`src/rtl/blink_pkg.sv`:
```
// Shared constants for the LED blink output path and the button conditioning
// input path: FSM state encodings and default phase lengths.
package blink_pkg;

    // Blink FSM state encoding (2 bits)
    localparam logic [1:0] ST_IDLE = 2'd0;
    localparam logic [1:0] ST_ON   = 2'd1;
    localparam logic [1:0] ST_OFF  = 2'd2;

    // Default phase lengths in clock cycles
    localparam int unsigned DEF_ON_CYCLES  = 32'h8000;
    localparam int unsigned DEF_OFF_CYCLES = 32'h8000;

    // The debounce thresholds on the button side use the same time base
    localparam int unsigned DEB_PRESS_CYCLES   = DEF_ON_CYCLES;
    localparam int unsigned DEB_RELEASE_CYCLES = DEF_OFF_CYCLES;

endpackage

```
`src/rtl/blink_phase_timer.sv`:
```
// Loadable down-counter used to time one phase (LED on or LED off).
// expired is high while the counter holds zero; it never wraps below zero.
module blink_phase_timer #(
    parameter int CNT_W = 16
) (
    input  logic             clk,
    input  logic             reset,
    input  logic             clear,
    input  logic             load,
    input  logic [CNT_W-1:0] load_value,
    input  logic             dec,
    output logic [CNT_W-1:0] value,
    output logic             expired
);

    // Counter register: clear has priority over load, load over decrement
    always_ff @(posedge clk or posedge reset) begin
        if (reset) begin
            value <= '0;
        end else if (clear) begin
            value <= '0;
        end else if (load) begin
            value <= load_value;
        end else if (dec && (value != '0)) begin
            value <= value - 1'b1;
        end
    end

    assign expired = (value == '0);

endmodule

```
`src/rtl/led_blink_driver.sv`:
```
// Turns a single-cycle start request into N LED pulses, each ON_CYCLES high
// followed by OFF_CYCLES low. busy covers the whole pattern, done pulses for
// one cycle after normal completion, abort drops everything back to idle.
module led_blink_driver
    import blink_pkg::*;
#(
    parameter int          CNT_W      = 16,
    parameter int unsigned ON_CYCLES  = DEF_ON_CYCLES,
    parameter int unsigned OFF_CYCLES = DEF_OFF_CYCLES,
    parameter int          NUM_W      = 4
) (
    input  logic             clk,
    input  logic             reset,
    input  logic             start,
    input  logic [NUM_W-1:0] blink_count,
    input  logic             abort,
    output logic             led_out,
    output logic             busy,
    output logic             done
);

    // Timer reload values: a phase of K cycles counts K-1 down to 0
    localparam logic [CNT_W-1:0] ON_LOAD  = CNT_W'(ON_CYCLES - 1);
    localparam logic [CNT_W-1:0] OFF_LOAD = CNT_W'(OFF_CYCLES - 1);

    logic [1:0]       state;
    logic [NUM_W-1:0] remaining;

    logic             timer_clear;
    logic             timer_load;
    logic [CNT_W-1:0] timer_load_value;
    logic             timer_dec;
    logic [CNT_W-1:0] timer_value;
    logic             timer_expired;

    logic             start_ok;

    // A start is honoured only from idle, without abort, and with a nonzero count
    assign start_ok = start && !abort && (blink_count != '0);

    blink_phase_timer #(
        .CNT_W (CNT_W)
    ) u_timer (
        .clk        (clk),
        .reset      (reset),
        .clear      (timer_clear),
        .load       (timer_load),
        .load_value (timer_load_value),
        .dec        (timer_dec),
        .value      (timer_value),
        .expired    (timer_expired)
    );

    // Timer control: reload on every phase entry, count down otherwise, clear on abort
    always_comb begin
        timer_clear      = 1'b0;
        timer_load       = 1'b0;
        timer_load_value = '0;
        timer_dec        = 1'b0;
        case (state)
            ST_IDLE: begin
                if (start_ok) begin
                    timer_load       = 1'b1;
                    timer_load_value = ON_LOAD;
                end
            end
            ST_ON: begin
                if (abort) begin
                    timer_clear = 1'b1;
                end else if (timer_expired) begin
                    timer_load       = 1'b1;
                    timer_load_value = OFF_LOAD;
                end else begin
                    timer_dec = 1'b1;
                end
            end
            ST_OFF: begin
                if (abort) begin
                    timer_clear = 1'b1;
                end else if (timer_expired) begin
                    if (remaining != '0) begin
                        timer_load       = 1'b1;
                        timer_load_value = ON_LOAD;
                    end
                end else begin
                    timer_dec = 1'b1;
                end
            end
            default: begin
                timer_clear = 1'b1;
            end
        endcase
    end

    // Pattern FSM with registered LED, busy and done outputs
    always_ff @(posedge clk or posedge reset) begin
        if (reset) begin
            state     <= ST_IDLE;
            remaining <= '0;
            led_out   <= 1'b0;
            busy      <= 1'b0;
            done      <= 1'b0;
        end else begin
            done <= 1'b0;
            case (state)
                ST_IDLE: begin
                    if (start_ok) begin
                        state     <= ST_ON;
                        remaining <= blink_count;
                        led_out   <= 1'b1;
                        busy      <= 1'b1;
                    end
                end
                ST_ON: begin
                    if (abort) begin
                        state     <= ST_IDLE;
                        remaining <= '0;
                        led_out   <= 1'b0;
                        busy      <= 1'b0;
                    end else if (timer_expired) begin
                        state   <= ST_OFF;
                        led_out <= 1'b0;
                        if (remaining != '0) begin
                            remaining <= remaining - 1'b1;
                        end
                    end
                end
                ST_OFF: begin
                    if (abort) begin
                        state     <= ST_IDLE;
                        remaining <= '0;
                        led_out   <= 1'b0;
                        busy      <= 1'b0;
                    end else if (timer_expired) begin
                        if (remaining != '0) begin
                            state   <= ST_ON;
                            led_out <= 1'b1;
                        end else begin
                            state <= ST_IDLE;
                            busy  <= 1'b0;
                            done  <= 1'b1;
                        end
                    end
                end
                default: begin
                    state     <= ST_IDLE;
                    remaining <= '0;
                    led_out   <= 1'b0;
                    busy      <= 1'b0;
                end
            endcase
        end
    end

endmodule

```
`config.mk`:
```
export PLATFORM = sky130hd
export DESIGN_NAME = led_blink_driver
export DESIGN_NICKNAME = d
export VERILOG_FILES = /design/src/rtl/blink_pkg.sv /design/src/rtl/blink_phase_timer.sv /design/src/rtl/led_blink_driver.sv
export SDC_FILE = /design/constraint.sdc
export NUM_CORES = 1
export LEC_CHECK = 0
export ABC_AREA = 1
export CAP_MARGIN = 20
export CORE_MARGIN = 2
export CORE_UTILIZATION = 45
export DETAILED_ROUTE_END_ITERATION = 10
export HOLD_SLACK_MARGIN = 0.08
export MAX_ROUTING_LAYER = met4
export PLACE_DENSITY = 0.64
export SLEW_MARGIN = 15
export SYNTH_ARGS = -nofsm -noshare
export SYNTH_HDL_FRONTEND = slang
export SYNTH_SLANG_ARGS = --single-unit
```
`constraint.sdc`:
```
create_clock -name clk -period 2 [get_ports clk]
set_clock_uncertainty 0.15 [all_clocks]
set_input_delay 0.4 -clock clk [delete_from_list [all_inputs] [get_ports clk]]
set_output_delay 0.4 -clock clk [all_outputs]
set_load 0.005 [all_outputs]
```
After elaboration in Yosys (flattened, before gate mapping). Index checks and enable logic that the tools add are counted.

Output and inout bits: 3. Bits in latches: 0. Memories: 0. Register bits: 25. Word-level logic and storage cells: 84. RAM bits: 0. ROM bits: 0.

Reduce and logical (&&, ||, !) cells: 15. Mux-type cells: 51. Multipliers: 0. Order comparisons: 0. Bitwise gates (word level): 0. Divide/modulo/power cells: 0. Shift-type cells: 0. Add/sub/neg operators: 2. Equality and inequality tests: 10.

Operators by type and width (number): 15-bit 2-to-1 mux (6); 16-bit 2-to-1 mux (3); 15-bit one-hot mux with 3 select lines (1); 1-bit 2-to-1 mux (25); 4-bit 2-to-1 mux (5); 16-bit logical NOT (1); 16-bit nonzero test (1); 16-bit by 1-bit subtractor with 16-bit output (second input constant) (1); 3-bit inequality test (second input constant) (5); 4-bit one-hot mux with 3 select lines (1); 4-bit AND reduction (3); 2-bit 2-to-1 mux (5); 1-bit one-hot mux with 3 select lines (3); 4-bit nonzero test (2); 2-bit inequality test (second input constant) (3); 2-bit one-hot mux with 3 select lines (1); 4-bit by 1-bit subtractor with 4-bit output (second input constant) (1); 1-bit logical AND (3); 3-bit AND reduction (1); 3-bit nonzero test (1); 2-bit by 1-bit equality test with 1-bit output (second input constant) (1); 2-bit equality test (second input constant) (1); 2-bit logical NOT (1); 1-bit one-hot mux with 2 select lines (1); 2 further kinds (2).

Depth between registers and ports, before layout.
Word-level depth: 8. Gate-level depth with buffers: 13. Mapped depth without buffers: 12.

Cells and area by module. From an unflattened synthesis, not the netlist that was laid out.

Cells, all modules: 307. Area total of the unflattened synthesis: 1993.2 um^2.

Modules (own cells, without submodules): blink_phase_timer (area each 1244.9 um^2, seq. area each 400.4 um^2, times used 1, cells each 201); led_blink_driver (area each 748.2 um^2, seq. area each 225.2 um^2, times used 1, cells each 106).

Least setup slack after synthesis. Ideal clock, no wire load.

Path type: register -> register. From: reg state[0]. To: reg u_timer.value[14]. Required time: 1.732 ns. Slack: 0.308 ns. Stages on the path, launching flop included: 11. Arrival: 1.424 ns. Setup time: 0.118 ns. Cells stage by stage: dfrtp_1 inv_1 ha_1 inv_2 nor2_4 a21oi_2 inv_2 buf_2 buf_6 nand2_1 nand2_1.

Word-level cells in the longest chain between the ends: 5. Elaborated cells on any way between the ends: 12. Classes of those cells: eq/ne: 2; mux: 6; reduce/logical: 4.

RTL lines: start: declaration (RTL line led_blink_driver.sv:26) `logic [1:0] state;`; start signal: assignment (RTL line led_blink_driver.sv:98) `state <= ST_IDLE;`; start signal: assignment (RTL line led_blink_driver.sv:108) `state <= ST_ON;`; start signal: assignment (RTL line led_blink_driver.sv:116) `state <= ST_IDLE;`; 2-bit equality test / 2-bit by 1-bit equality test with 1-bit output (equally long branches) (RTL line led_blink_driver.sv:60) `case (state)`; 2-bit OR reduction (no source line); 1-bit 2-to-1 mux; 1-bit logical AND (RTL line blink_phase_timer.sv:24) `end else if (dec && (value != '0)) begin`; 3-bit nonzero test (no source line); end signal: assignment (RTL line blink_phase_timer.sv:23) `value <= load_value;`; end signal: assignment (RTL line blink_phase_timer.sv:25) `value <= value - 1'b1;`; end: declaration (RTL line blink_phase_timer.sv:12) `output logic [CNT_W-1:0] value,`.

Several ways; a longest one is shown, not always the timed one. A chain may end at the register's enable or synchronous reset.

Worst setup path after layout.
From: reg u_timer.value[0]. To: reg u_timer.value[0].

Word-level cells in the longest chain between the ends: 6. Elaborated cells on any way between the ends: 21. Classes of those cells: add/sub: 1; mux: 16; reduce/logical: 4.

RTL lines: branches (longest 6 deep; another with 16-bit by 1-bit subtractor with 16-bit output).

Several ways; the timed one is not identified. The select of a mux whose other input is x is not followed.

==> flow_summary.rst <==
.. list-table::
   :header-rows: 1

   * - Metric
     - Value
   * - Final core utilization
     - 0.514
   * - Die ar.
     - 4900 um2
   * - Rel. slew slack
     - 0.713
   * - Slowest cell on crit path
     - dfrtp_1
   * - Synth async-reset ratio
     - 1.00
   * - Site row count
     - 24
   * - Setup repair after global routing missed its margin
     - false
   * - Total setup buffers inserted after CTS
     - 0
   * - Yosys warns
     - 0
   * - CTS H-Tree Depth
     - 1
   * - Fraction of power consumed by the clock network
     - 0.082
   * - Number of buffers created by CTS
     - 3
   * - Post-synthesis average cell area
     - 6.84 um2
   * - Post-CTS Resized
     - 0
   * - Minimum period implied by the final worst setup slack
     - 1.81 ns
   * - Number of filler instances in the final layout
     - 433
   * - Run status
     - complete, no violations
   * - Post-route cell area
     - 2190 um2
   * - Kind of start point of the critical path
     - register
   * - Relative contribution of combinational cells to total power
     - 0.686
   * - Net switching fraction of the power
     - 0.528
   * - Worst Reg2Reg Path Length in Cells
     - 10
   * - Post-Syn Nets
     - 302
   * - Clock root buffer master
     - clkbuf_8
   * - Synth area leaders
     - dfrtp_1 (32%), nand2_1 (21%), nor2_1 (5.9%)
   * - X dimension of the die
     - 70.0 um
   * - Cell leakage power
     - 0.00120 uW
   * - CTS Buffer Depth
     - 2
   * - CTS tree
     - yes
   * - Achievable Freq
     - 551 MHz
   * - Hold buffers post-CTS
     - 0
   * - Launch point of the critical path
     - u_timer.value[0]
   * - Leading post-synthesis cells by instance count
     - nand2_1 (108), nor2_1 (31), inv_1 (28), dfrtp_1 (25), nand4_1 (15)
   * - Dominant synthesized flop cell
     - dfrtp_1
   * - Area growth from synthesis to layout
     - 11.7%
   * - Core Area
     - 4260 um2
   * - Buffers on Ports
     - 10
   * - Global-route usage over all layers
     - 0.185
   * - Critical register-to-register path endpoint
     - u_timer.value[0]
   * - Internal power summed over all cells
     - 1780 uW
   * - Maximum fanout along the worst path
     - 15
   * - HPWL reported at the end of detailed placement
     - 3.01 mm
   * - Fraction of final layout cells sized beyond drive strength 1
     - 0.129
   * - Total wire length
     - 3.98 mm
   * - Data arrival time of the critical path
     - 1.87 ns
   * - Via count of the first global-routing pass
     - 1618
   * - Syn Inst Count
     - 287
   * - Count of vias placed by the detailed router
     - 1744
   * - Number of flops mapped to enable cells by yosys
     - 0
   * - Wire length of the first global-routing pass
     - 7.26 mm
   * - Reg power frac
     - 0.232
   * - CP peak stage delay
     - 0.38 ns
   * - Worst Path Required
     - 2.06 ns
   * - Remaining global-route overflow
     - 0
   * - CTS clk-pin slew, worst paths
     - 0.09 ns
   * - WL per Instance
     - 11.2 um
   * - Count of antenna diodes in the layout
     - 0
   * - Critical register-to-register path startpoint
     - u_timer.value[0]
   * - Max-cap violation count
     - 0
   * - Vias per inst
     - 4.91
   * - Post-DRT Antenna Nets
     - 0
   * - List of cells traversed by the critical path
     - inv_1 -> ha_1 -> nand3_4 -> nor2_4 -> nand2_4 -> nand2_4 -> nand2_1 -> nand2_1 -> inv_1 -> a21oi_2
   * - Seq cells post-synth
     - 25
   * - Die Ht
     - 70.0 um
   * - Seq/Total Area, Yosys
     - 0.319
   * - Initial antenna violation count
     - 0
   * - Iteration-0 DRC count of the detailed router
     - 75
   * - Num ports
     - 11
   * - Later-pin clock latency in the skew report
     - 0.27 ns
   * - Power density over cell area
     - 1720 nW/um2
   * - Critical Path Sink Type
     - register
   * - Initial Util
     - 0.460
   * - Actual slew at the worst max-slew pin
     - 0.429 ns
   * - Final nets
     - 319
   * - Final setup violation count
     - 0
   * - Class of the most critical setup path
     - register to register
   * - Cell area reported after detailed placement
     - 2130 um2
   * - Post-synthesis cell type count
     - 28
   * - Library cell with the highest instance count after synthesis
     - nand2_1
   * - Syn Std Cell Area
     - 1960 um2
   * - Max IR drop VDD
     - 0.886 mV
   * - Net load switching power
     - 1990 uW
   * - Pre-antenna DRT Iters
     - 4
   * - Final-report max-slew violation count
     - 0
   * - Pin count of the biggest net entering global routing
     - 31
   * - Worst setup slack for register-to-register paths
     - 0.19 ns
   * - Final hold vios
     - 0
   * - Fraction of post-synthesis cell area in the top cell type by area
     - 0.319
   * - Final period utilization
     - 0.907
   * - Routability congestion estimate
     - 0.891
   * - Yosys top cell by area
     - dfrtp_1
   * - Path category of the worst min-delay check
     - input pin to async pin
   * - TritonCTS sink count
     - 25
   * - DRC Markers
     - 0
==> through the flow <==
| step | TNS [ns] | cells | hold WS, ns | setup WS [ns] | power, uW |
|---|---|---|---|---|---|
| final | 0 | 355 | 0.325 | 0.186 | 3770 |
| after global placement | -1.49 | 351 | 0.326 | -0.0876 | 3430 |
| after floorplan | 0 | 287 | 0.277 | 0.308 | 2990 |
| after CTS | 0 | 355 | 0.341 | 0.105 | 3770 |
| after global routing | 0 | 355 | 0.392 | 0.00923 | 4230 |
| after detailed placement | -2.46 | 351 | 0.336 | -0.142 | 3450 |
==> power by group through the flow <==
stage	Clock [uW]	Combinational [uW]	Sequential, uW
floorplan	0	2150	836
global placement	0	2540	884
detailed placement	0	2570	882
CTS	323	2570	875
global route	331	2990	908
finish	307	2580	875
==> worst max path at each step <==
stage,end,slack [ns],cells past startpoint
3_3_place_gp,u_timer.value[3],-0.09,10
2_1_floorplan,u_timer.value[14],0.31,10
6_report,u_timer.value[0],0.19,10
4_1_cts,u_timer.value[0],0.10,10
3_5_place_dp,u_timer.value[11],-0.14,10
5_1_grt,u_timer.value[15],0.009,6
==> cells in the final DEF (no fill, tap or decap), drive strengths merged <==
| cell type | count |
|---|---|
| xor2 | 6 |
| inv | 34 |
| a21oi | 7 |
| buf | 11 |
| ha | 7 |
| nor2 | 38 |
| dfrtp | 25 |
| nand3 | 16 |
| nand2 | 114 |
| clkdlybuf4s50 | 10 |
| a22oi | 1 |
| nand3b | 2 |
| a2bb2oi | 1 |
| nand4 | 15 |
| and2 | 1 |
| o21ai | 11 |
| clkbuf | 4 |
==> final cells by class <==
class / count / area [um2] / area share
clock buffer: 4 / 45.0 / 0.0206
inverter: 34 / 130 / 0.0594
multi-input combinational: 219 / 1140 / 0.521
sequential: 25 / 626 / 0.286
tap: 52 / 65.1 / 0.0297
timing repair buffer: 21 / 183 / 0.0834
==> critical path: cells and delay by family (launching register included) <==
kind                     cells  cell delay [ns]
flip-flops                   1             0.38
AO/OA/AOI/OAI                1             0.11
buffers and inverters        2             0.14
AND/OR/NAND/NOR              6             0.73
adder cells (fa/ha/maj)      1             0.24
==> kinds of logic (layout without fill, tap and decap cells) <==
logic type,after synthesis,after routing,share of synthesized area
and+or+nand+nor,186,186,0.439
buffers and inverters,43,59,0.107
DFF,25,25,0.319
AOI/OAI and AO/OA,20,20,0.0638
adders and majority gates,7,7,0.0446
xor gates and xnor gates,6,6,0.0268
==> routing by layer <==
layer	up-vias	wire length (um)	track usage
met4	0	57	0.0620
met2	29	1860	0.296
li1	935	-	-
met5	-	0	-
met3	7	120	0.0173
met1	773	1940	0.247
==> state kept, by name, indices dropped and copies added (netlist names) <==
register	count
u_timer.value	16
remaining	4
state	2
busy	1
done	1
led_out	1
Note: power is estimated with default switching activity, not from simulation.
